<file path="src/rtl/mult_pkg.sv">
// Shared types and helpers for the handshaked sequential multiplier.
package mult_pkg;

  typedef enum logic [1:0] {IDLE, RUN, DONE} state_t;

  localparam int MAX_W = 64;

  function automatic int iter_count(input int width, input int step);
    return width / step;
  endfunction

  // Caller sign- or zero-extends to MAX_W; the magnitude of the most negative value stays exact.
  function automatic logic [MAX_W-1:0] abs_w(input logic [MAX_W-1:0] value, input logic is_signed);
    if (is_signed && value[MAX_W-1])
      return ~value + 1'b1;
    return value;
  endfunction

endpackage

</file>
<file path="src/rtl/mult_step.sv">
// One shift-add iteration: retires STEP multiplier bits from the low end of acc.
// Purely combinational; no backpressure.
module mult_step #(
  parameter int WIDTH = 16,
  parameter int STEP  = 1
) (
  input  logic [2*WIDTH-1:0] acc,
  input  logic [WIDTH-1:0]   a_mag,
  output logic [2*WIDTH-1:0] acc_nxt
);

  logic [STEP-1:0]    chunk;
  logic [WIDTH+STEP:0] sum;

  assign chunk = acc[STEP-1:0];
  assign sum   = (WIDTH+STEP+1)'(acc[2*WIDTH-1:WIDTH])
               + (WIDTH+STEP+1)'(a_mag) * (WIDTH+STEP+1)'(chunk);

  // Partial product never reaches the top bit of sum, so dropping it is lossless.
  assign acc_nxt = (2*WIDTH)'({sum, acc[WIDTH-1:STEP]});

endmodule

</file>
<file path="src/rtl/seq_mult_hs.sv">
// Sequential signed/unsigned multiplier, WIDTH/STEP cycles per op, one op in flight.
// out_valid rises WIDTH/STEP edges after accept; result held in DONE until out_ready.
module seq_mult_hs
  import mult_pkg::*;
#(
  parameter int WIDTH = 16,
  parameter int STEP  = 1
) (
  input  logic               clk,
  input  logic               reset,
  input  logic               in_valid,
  output logic               in_ready,
  input  logic [WIDTH-1:0]   a,
  input  logic [WIDTH-1:0]   b,
  input  logic               is_signed,
  output logic               out_valid,
  input  logic               out_ready,
  output logic [2*WIDTH-1:0] result,
  output logic               busy
);

  localparam int N  = iter_count(WIDTH, STEP);
  localparam int CW = $clog2(N + 1);

  state_t             state, state_nxt;
  logic [CW-1:0]      cnt;
  logic [2*WIDTH-1:0] acc, acc_nxt;
  logic [WIDTH-1:0]   a_mag;
  logic               neg;
  logic [MAX_W-1:0]   a_ext, b_ext;
  logic               accept, last;

  assign a_ext = {{(MAX_W-WIDTH){is_signed & a[WIDTH-1]}}, a};
  assign b_ext = {{(MAX_W-WIDTH){is_signed & b[WIDTH-1]}}, b};

  assign in_ready  = (state == IDLE) && !reset;
  assign accept    = in_valid && in_ready;
  assign last      = (cnt == CW'(1));
  assign out_valid = (state == DONE);
  assign busy      = (state != IDLE);

  mult_step #(.WIDTH(WIDTH), .STEP(STEP)) u_step (
    .acc     (acc),
    .a_mag   (a_mag),
    .acc_nxt (acc_nxt)
  );

  always_comb begin
    state_nxt = state;
    case (state)
      IDLE:    if (accept) state_nxt = RUN;
      RUN:     if (last) state_nxt = DONE;
      DONE:    if (out_ready) state_nxt = IDLE;
      default: state_nxt = IDLE;
    endcase
  end

  always_ff @(posedge clk or posedge reset) begin
    if (reset) state <= IDLE;
    else       state <= state_nxt;
  end

  always_ff @(posedge clk or posedge reset) begin
    if (reset) begin
      cnt    <= '0;
      acc    <= '0;
      a_mag  <= '0;
      neg    <= 1'b0;
      result <= '0;
    end else if (accept) begin
      cnt   <= CW'(N);
      a_mag <= WIDTH'(abs_w(a_ext, is_signed));
      acc   <= {{WIDTH{1'b0}}, WIDTH'(abs_w(b_ext, is_signed))};
      neg   <= is_signed & (a[WIDTH-1] ^ b[WIDTH-1]);
    end else if (state == RUN) begin
      acc <= acc_nxt;
      cnt <= cnt - CW'(1);
      // Sign is applied once, on the final iteration, so result only changes on DONE entry.
      if (last) result <= neg ? -acc_nxt : acc_nxt;
    end
  end

endmodule

</file>
<file path="config.mk">
export PLATFORM = sky130hd
export DESIGN_NAME = seq_mult_hs
export DESIGN_NICKNAME = d
export VERILOG_FILES = /design/src/rtl/mult_pkg.sv /design/src/rtl/mult_step.sv /design/src/rtl/seq_mult_hs.sv
export SDC_FILE = /design/constraint.sdc
export NUM_CORES = 1
export LEC_CHECK = 0
export ABC_CLOCK_PERIOD_IN_PS = 5350
export CAP_MARGIN = 10
export CELL_PAD_IN_SITES_DETAIL_PLACEMENT = 1
export CELL_PAD_IN_SITES_GLOBAL_PLACEMENT = 2
export CORE_UTILIZATION = 34
export DETAILED_ROUTE_END_ITERATION = 12
export GPL_TIMING_DRIVEN = 0
export HOLD_SLACK_MARGIN = 0.06
export PLACE_DENSITY = 0.81
export SLEW_MARGIN = 20
export SYNTH_ARGS = -nofsm -noshare
export SYNTH_HDL_FRONTEND = slang
export SYNTH_HIERARCHICAL = 1
export SYNTH_SLANG_ARGS = --single-unit
</file>
<file path="constraint.sdc">
create_clock -name clk -period 5.35 [get_ports clk]
set_clock_uncertainty 0.2 [all_clocks]
set_input_delay 1.3375 -clock clk [delete_from_list [all_inputs] [get_ports clk]]
set_output_delay 1.3375 -clock clk [all_outputs]
set_load 0.05 [all_outputs]
</file>
After elaboration in Yosys (flattened, before gate mapping)
Cells that the tools add are included.

Register bits after elaboration: 88. Bits in latches: 0. Bits in writable memories: 0. Memory bits (read-only): 0. Input bits: 37. Output and inout bits: 35. Memories: 0.

$add $sub $neg: 5. Multiply operators: 1. Divide/modulo/power cells: 0. Magnitude comparators: 0. Equality and inequality tests: 6. Shift-type cells: 0. Muxes and demuxes: 17. Bitwise operators: 7. Reduce and logical (&&, ||, !) cells: 10.

Operators with widths (count): 32-bit 2-to-1 mux (3); 16-bit 2-to-1 mux (4); 16-bit by 1-bit adder with 16-bit output, second input constant (2); 32-bit negator (1); 16-bit NOT (2); 16-bit by 17-bit adder with 17-bit output (1); 16-bit by 1-bit multiplier with 17-bit output (1); 5-bit 2-to-1 mux (2); 2-bit 2-to-1 mux (3); 2-bit one-hot mux with 3 select lines (1); 3-bit AND reduction (2); 5-bit by 1-bit equality test with 1-bit output, second input constant (1); 5-bit by 1-bit subtractor with 5-bit output, second input constant (1); 1-bit logical AND (4); 1-bit 2-to-1 mux (4); 2-bit inequality test, second input constant (2); 2-bit nonzero test (2); 1-bit bitwise AND (3); 2-bit by 1-bit equality test with 1-bit output, second input constant (1); 2-bit equality test, second input constant (1); 2-bit logical NOT (1); 2-bit by 1-bit inequality test with 1-bit output, second input constant (1); 1-bit logical NOT (1); 1-bit NOT (1); 1-bit XOR (1).

Logic depth before layout (Yosys ltp)
Gate-level depths: netlist (run 1).

Depth after elaboration: 6. Depth in mapped cells: 15. Mapped depth without buffers: 14.

Cells and area by module
The synthesis (run 1) kept the hierarchy.

By module, submodules not included: seq_mult_hs (instances 1, cells each 531, area an instance 4715.8 um^2, sequential area each 2202.1 um^2); mult_step (instances 1, cells each 128, area an instance 957.2 um^2, sequential area each 0.0 um^2).

Worst setup path before layout (run 1)
Ideal clock, no wire load.

Path type: input-to-output. From: input port reset. To: output port in_ready. Data arrival time: 2.461 ns. Slack: 1.352 ns. Stages on the path: 1. Path buffers: 0. Cells stage by stage: nor3_1.

Cells in the longest elaborated chain, start to end: 2.

RTL lines: from (decl) (RTL line seq_mult_hs.sv:10) `input logic reset,`; 1-bit logical NOT (no source line); 1-bit logical AND (RTL line seq_mult_hs.sv:36) `assign in_ready = (state == IDLE) && !reset;`; to (decl) (RTL line seq_mult_hs.sv:12) `output logic in_ready,`.

No other way between the ends.

Worst setup path after layout (run 1)
Ends and elaborated chain as after synthesis.

==> results by group, run 1 <==
Finish
  • Final Cell Area: 7020 um2
  • Share of cells above drive strength 1: 6.69%
  • # diodes: 0
  • Area delta synth->final: 23.8%
  • Final Net Count: 801
  • Fillers: 1891

Route
  • # DRC: 0
  • DRT Pass-1 Iters: 4
  • Initial DRC count: 131
  • Vias: 4951
  • Antenna-violating nets left: 0
  • Vias per cell: 5.14
  • Wire per inst: 17.2 um
  • Drt total wl: 16.6 mm

Synth
  • #FFs+latches synth: 88
  • Synth Net Count: 718
  • Post-synth top cells: nand2_1, dfrtp_1, o21ai_0, xor2_1
  • Synth async-reset ratio: 100%
  • Most used DFF post-synth: dfrtp_1
  • Post-synthesis cell type count: 57
  • Top-count cell post-synth: nand2_1
  • Synth top area share: 38.8%
  • Mean Syn Cell Area: 8.61 um2
  • Sequential-to-total area share from yosys stat: 38.8%
  • Post-Syn Area: 5670 um2
  • Syn Inst Count: 659
  • Largest area contributor in the netlist: dfrtp_1
  • Ys Warns: 6
  • Post-synth EDFFs: 0
  • Synth area leaders: dfrtp_1, nand2_1, o21ai_0, xor2_1, ha_1

STA
  • Tmin final: 4460 ps
  • Final WS setup: 887 ps
  • Min Hold Slack: 268 ps
  • Worst-margin pin slew: 802 ps
  • Final setup viols: 0
  • Setup TNS: 0 ps
  • Fin crit share: 83.4%
  • Max Fclk: 0.224 GHz
  • RSZ-0062 raised after global routing: no
  • Slew headroom: 45.8%
  • Final slew viol count: 0
  • Fin. Hold Viols: 0

Floorplanning
  • Die Wd: 131 um
  • Initial core utilization: 35.3%
  • Die Y: 131 um
  • DIE AREA: 17200 um2
  • Top Ports: 72
  • Row count: 46
  • Core ar.: 16100 um2

Power
  • Leak Pwr: 3.02 nW
  • Tot Pwr: 4.36 mW
  • Power per cell area: 621 nW/um2
  • VDD IR max: 0.238 mV

Clocking
  • # clock sinks: 88
  • Num CTS Buffers: 9
  • Clock-pin slew on the worst setup and hold paths: 60 ps
  • H-tree Lvls: 3
  • Clock Path Buffers: 2
  • CTS tree: done
  • CTS resizes: 0
  • Post-CTS setup buffer count: 0
  • Hold_buf cts: 0
  • CTS root buffer: clkbuf_16
  • Clk_lat worst skew: 350 ps

Global route
  • First-pass GRT wire length: 27.7 mm
  • Largest net degree at the start of global routing: 53
  • Vias in the first global route: 5370
  • GRT Overall Usage: 19.9%
  • Antenna violations before repair: 0
  • Total grt overflow: 0

Critical path
  • Worst path required time: 3810 ps
  • Worst setup EP type: primary output
  • Critical-path cell list: clkdlybuf4s50_1 > nor3_1 > clkdlybuf4s50_1
  • Slowest-stage cell, CP: clkdlybuf4s50_1
  • Critical path's top delay family: buffers and inverters
  • Bufs and invs on worst path: 2
  • Startpoint types: input port
  • Worst Path Max Fanout: 3
  • WP data arrival: 2930 ps
  • CP Class: input port to primary output
  • Most common cell on crit path: clkdlybuf4s50_1
  • CP max stage delay: 860 ps

Place
  • Dpl hpwl: 13.2 mm
  • Dpl ws: 886 ps
  • # port buffers: 71
  • Placed cell area: 6680 um2
  • Gpl congestion: 0.817

Min path
  • Hold/Removal Path Class: register to register

Flow run
  • Maxcap violations: 0

Run status
  • Status: finished clean
[sequential cells by signal, summed over array words and instances (netlist names)]
name    count
acc        32
cnt         5
a_mag      16
neg         1
result     32
state       2
[cell families after synthesis]
family / count (synthesis) / share of synthesized area [%]
fa+ha+maj: 22 / 4.98
buf+inv: 61 / 5.18
flops: 88 / 38.8
compound gates: 171 / 18.3
mux: 6 / 1.08
simple gates: 241 / 20.8
xor+xnor: 70 / 10.8
[per-layer routing]
metal  part of all wire (%)  vias to the layer above  GRT usage [%]
met1                     49                     2401           26.6
met4                    1.2                        0           6.01
li1                       -                     2462              -
met2                     47                       75           33.5
met3                    2.6                       13           2.24
met5                      0                        -              0
[power breakdown]
group          internal (mW)  switching, mW  total [mW]  leakage [nW]
Clock                  0.455          0.272       0.728         0.162
Combinational          0.895           1.60        2.50          1.74
Sequential             0.957          0.177        1.13          1.12
[worst paths after layout]
check	cells past startpoint	to	from	slack (ps)
max in group asynchronous	3	acc[26]	reset	3110
min in group asynchronous	2	result[18]	reset	1190
setup / recovery	3	in_ready	reset	890
hold / removal	2	a_mag[2]	a_mag[2]	270
hold reg to reg	2	a_mag[2]	a_mag[2]	270
setup reg to reg	14	result[30]	acc[0]	980
[final cells by class]
cell class | instances | area (um2) | share of cell area, %
multi-input combinational | 510 | 3180 | 45.3
clock inverter | 6 | 108 | 1.53
tap | 216 | 270 | 3.85
clock buffer | 10 | 229 | 3.26
inverter | 12 | 47.5 | 0.677
buffer | 49 | 249 | 3.55
timing repair buffer | 72 | 738 | 10.5
sequential | 88 | 2200 | 31.4
[worst min-delay path: cells and delay by family (launching register included)]
kind,cells,cell delay (ps)
flip-flops,1,330
AO/OA/AOI/OAI,1,50
AND/OR/NAND/NOR,1,40
[through the flow]
step | cells | utilization [%]
after floorplan | 659 | -
after global placement | 946 | 41.4
after detailed placement | 947 | 41.6
after CTS | 963 | 43.7
after global routing | 963 | 43.7
final | 963 | 43.7
[layout by cell type, fill, tap and decap left out, types with 3 or more instances in the layout]
| master | instances |
|---|---|
| xnor2_1 | 24 |
| a22oi_1 | 7 |
| or3_1 | 3 |
| nand4_1 | 4 |
| inv_1 | 11 |
| clkdlybuf4s50_1 | 71 |
| nor3b_1 | 3 |
| clkbuf_16 | 9 |
| o41ai_1 | 8 |
| nand2b_1 | 4 |
| nand2_1 | 117 |
| xor2_1 | 46 |
| nor4_1 | 14 |
| or4_1 | 4 |
| ha_1 | 21 |
| a221oi_1 | 3 |
| nand3b_1 | 4 |
| a21oi_1 | 19 |
| dfrtp_1 | 88 |
| mux2i_1 | 5 |
| nor2_1 | 29 |
| nor3_1 | 9 |
| o21ai_0 | 83 |
| and2_1 | 18 |
| a21o_1 | 9 |
| o31ai_1 | 12 |
| bufinv_16 | 3 |
| buf_4 | 17 |
| and3_1 | 7 |
| a31oi_1 | 4 |
| o21ai_1 | 10 |
| nor2b_1 | 4 |
| nand3_1 | 8 |
| clkbuf_1 | 30 |
No activity file was read; power rests on OpenSTA's default activity.
==> run 2: changes to the inputs <==
ABC_CLOCK_PERIOD_IN_PS = 4000   (was 5350)
CORE_UTILIZATION = 31   (was 34)
PLACE_DENSITY = 0.78   (was 0.81)
clock period = 4 ns   (was 5.35 ns; I/O delays follow)
==> run 2 against run 1 <==
Effect of this change: register-to-register slack lost 790 ps; setup slack worse by 700 ps; clock-buffer cell count grew 1; via count increased by 1.4%; clock power rose by 6.0%; cell count rose by 1.7%; critical path type unchanged; largest cell class unchanged.
==> results by group, run 2 (synthesis results as in run 1) <==
STA
  • Final setup viols: 0 (unchanged)
  • Final slew viol count: 0 (unchanged)
  • Fin crit share: 95.3%
  • Tmin final: 3810 ps
  • Max Fclk: 0.262 GHz
  • Worst-margin pin slew: 771 ps (-31.1 ps)
  • RSZ-0062 raised after global routing: no
  • Final WS setup: 189 ps (-699 ps)
  • Fin. Hold Viols: 0 (unchanged)
  • Setup TNS: 0 ps (unchanged)
  • Slew headroom: 48.1% (+2.4 points)

Power
  • Leak Pwr: 3.03 nW (+0.18%)
  • Power per cell area: 817 nW/um2 (+32%)
  • VDD IR max: 0.388 mV (+63%)
  • Tot Pwr: 5.83 mW (+34%)

Floorplanning
  • DIE AREA: 18800 um2 (+9.5%)
  • Core ar.: 18000 um2 (+12%)
  • Die Y: 137 um (+4.7%)
  • Die Wd: 137 um (+4.7%)
  • Row count: 49 (+6.5%)
  • Initial core utilization: 31.6% (-3.7 points)
  • Top Ports: 72 (unchanged)

Route
  • # DRC: 0 (unchanged)
  • Wire per inst: 17.3 um (+0.59%)
  • Vias per cell: 5.13 (-0.30%)
  • Drt total wl: 16.9 mm (+2.3%)
  • DRT Pass-1 Iters: 4 (unchanged)
  • Antenna-violating nets left: 0 (unchanged)
  • Initial DRC count: 183 (+40%)
  • Vias: 5018 (+1.4%)

Critical path
  • WP data arrival: 2610 ps (-320 ps)
  • R2R setup slack: 190 ps (-790 ps)
  • Worst setup EP type: primary output
  • CP Class: input port to primary output
  • RR Startpoint: acc[0]
  • Worst Path Max Fanout: 3 (unchanged)
  • Worst path required time: 2800 ps (-1010 ps)
  • Reg2reg end: result[31]
  • Startpoint types: input port
  • Worst-case reg-to-reg path depth: 15 (+1)

Place
  • Placed cell area: 6700 um2 (+0.24%)
  • Dpl ws: -276 ps (-1160 ps)
  • Dpl hpwl: 13.3 mm (+0.88%)
  • # port buffers: 71 (unchanged)
  • Gpl congestion: 0.836 (+2.2%)

Finish
  • Biggest regs: acc (32), result (32), a_mag (16)
  • Final Net Count: 804 (+0.37%)
  • Final Cell Area: 7130 um2 (+1.6%)
  • Most frequent cells in the layout: nand2_1, dfrtp_1, o21ai_0
  • Commonest non-fill, non-tap cell in the layout: nand2_1
  • Area delta synth->final: 25.7%
  • Share of cells above drive strength 1: 9.61% (+2.9 points)

Clocking
  • CTS tree: done
  • Num CTS Buffers: 9 (unchanged)
  • CTS root buffer: clkbuf_16
  • Clock Path Buffers: 2 (unchanged)
  • Hold_buf cts: 0 (unchanged)
  • H-tree Lvls: 3 (unchanged)
  • Clk_lat worst skew: 350 ps (about the same)
  • Clock-pin slew on the worst setup and hold paths: 60 ps (about the same)
  • # clock sinks: 88 (unchanged)

Flow run
  • Maxcap violations: 0 (unchanged)

Global route
  • GR peak layer: met2
  • Met3 Use GR: 2.72% (+0.48 points)
  • Met1 usage: 25.5% (-1.1 points)
  • Total grt overflow: 0 (unchanged)
  • GRT Overall Usage: 19.0% (-0.84 points)
  • Largest net degree at the start of global routing: 56 (+5.7%)
  • First-pass GRT wire length: 27.3 mm (-1.3%)
  • M2 GR Usage: 31.6% (-1.9 points)
  • Antenna violations before repair: 0 (unchanged)
  • Vias in the first global route: 5211 (-3.0%)

Min path
  • Worst Hold Path EP: a_mag[13]
  • Hold/Removal Path Class: register to register
  • Hold depth: 2 (unchanged)
  • Min-delay src: a_mag[13]

Run status
  • Status: finished clean
[run 2: worst max path at each step]
stage / from / to / slack (ps) / depth (start not counted)
after floorplan: acc[0] / result[31] / 300 / 14
after global placement: reset / acc[0] / -960 / 2
after detailed placement: acc[0] / result[30] / -280 / 14
after CTS: acc[0] / result[30] / 10 / 14
after global routing: acc[0] / result[31] / 20 / 15
final: reset / in_ready / 190 / 3
[run 2: per-stage QoR]
stage / std cells / utilization [%] / hold WS, ps
final: 979 / 39.7 / 278
after floorplan: 659 / - / 242
after global routing: 978 / 39.7 / 302
after global placement: 959 / 37.1 / 261
after detailed placement: 960 / 37.3 / 268
after CTS: 975 / 39.1 / 282
[run 2: area by class of cell]
class | count | area [um2]
inverter | 12 | 47.5
antenna | 1 | 2.50
timing repair buffer | 75 | 761
buffer | 49 | 250
tap | 229 | 287
sequential | 88 | 2200
clock inverter | 4 | 22.5
clock buffer | 11 | 233
multi-input combinational | 510 | 3330
fill | 2111 | 10800
[run 2: report_power, final]
group | switching, mW | internal [mW]
clock network | 0.357 | 0.415
registers | 0.234 | 1.28
logic | 2.24 | 1.30
total | 2.83 | 3.00
[run 2: what timing repair did]
item	in CTS	in global routing
gates cloned	0	0
setup endpoints to repair	6	7
endpoints found under the hold margin	0	0
gates resized for setup	10	19
pin swaps	1	5
setup buffers	0	3
[run 2: critical path, cell delays in order]
cell and delay, ps:
clkdlybuf4s50_1 470, nor3_1 280, clkdlybuf4s50_1 870
[run 2: layer usage]
metal,share of wire (%),vias up
met1,49,2436
met3,2.7,17
met5,0,-
met4,1.4,0
met2,47,81
li1,-,2484
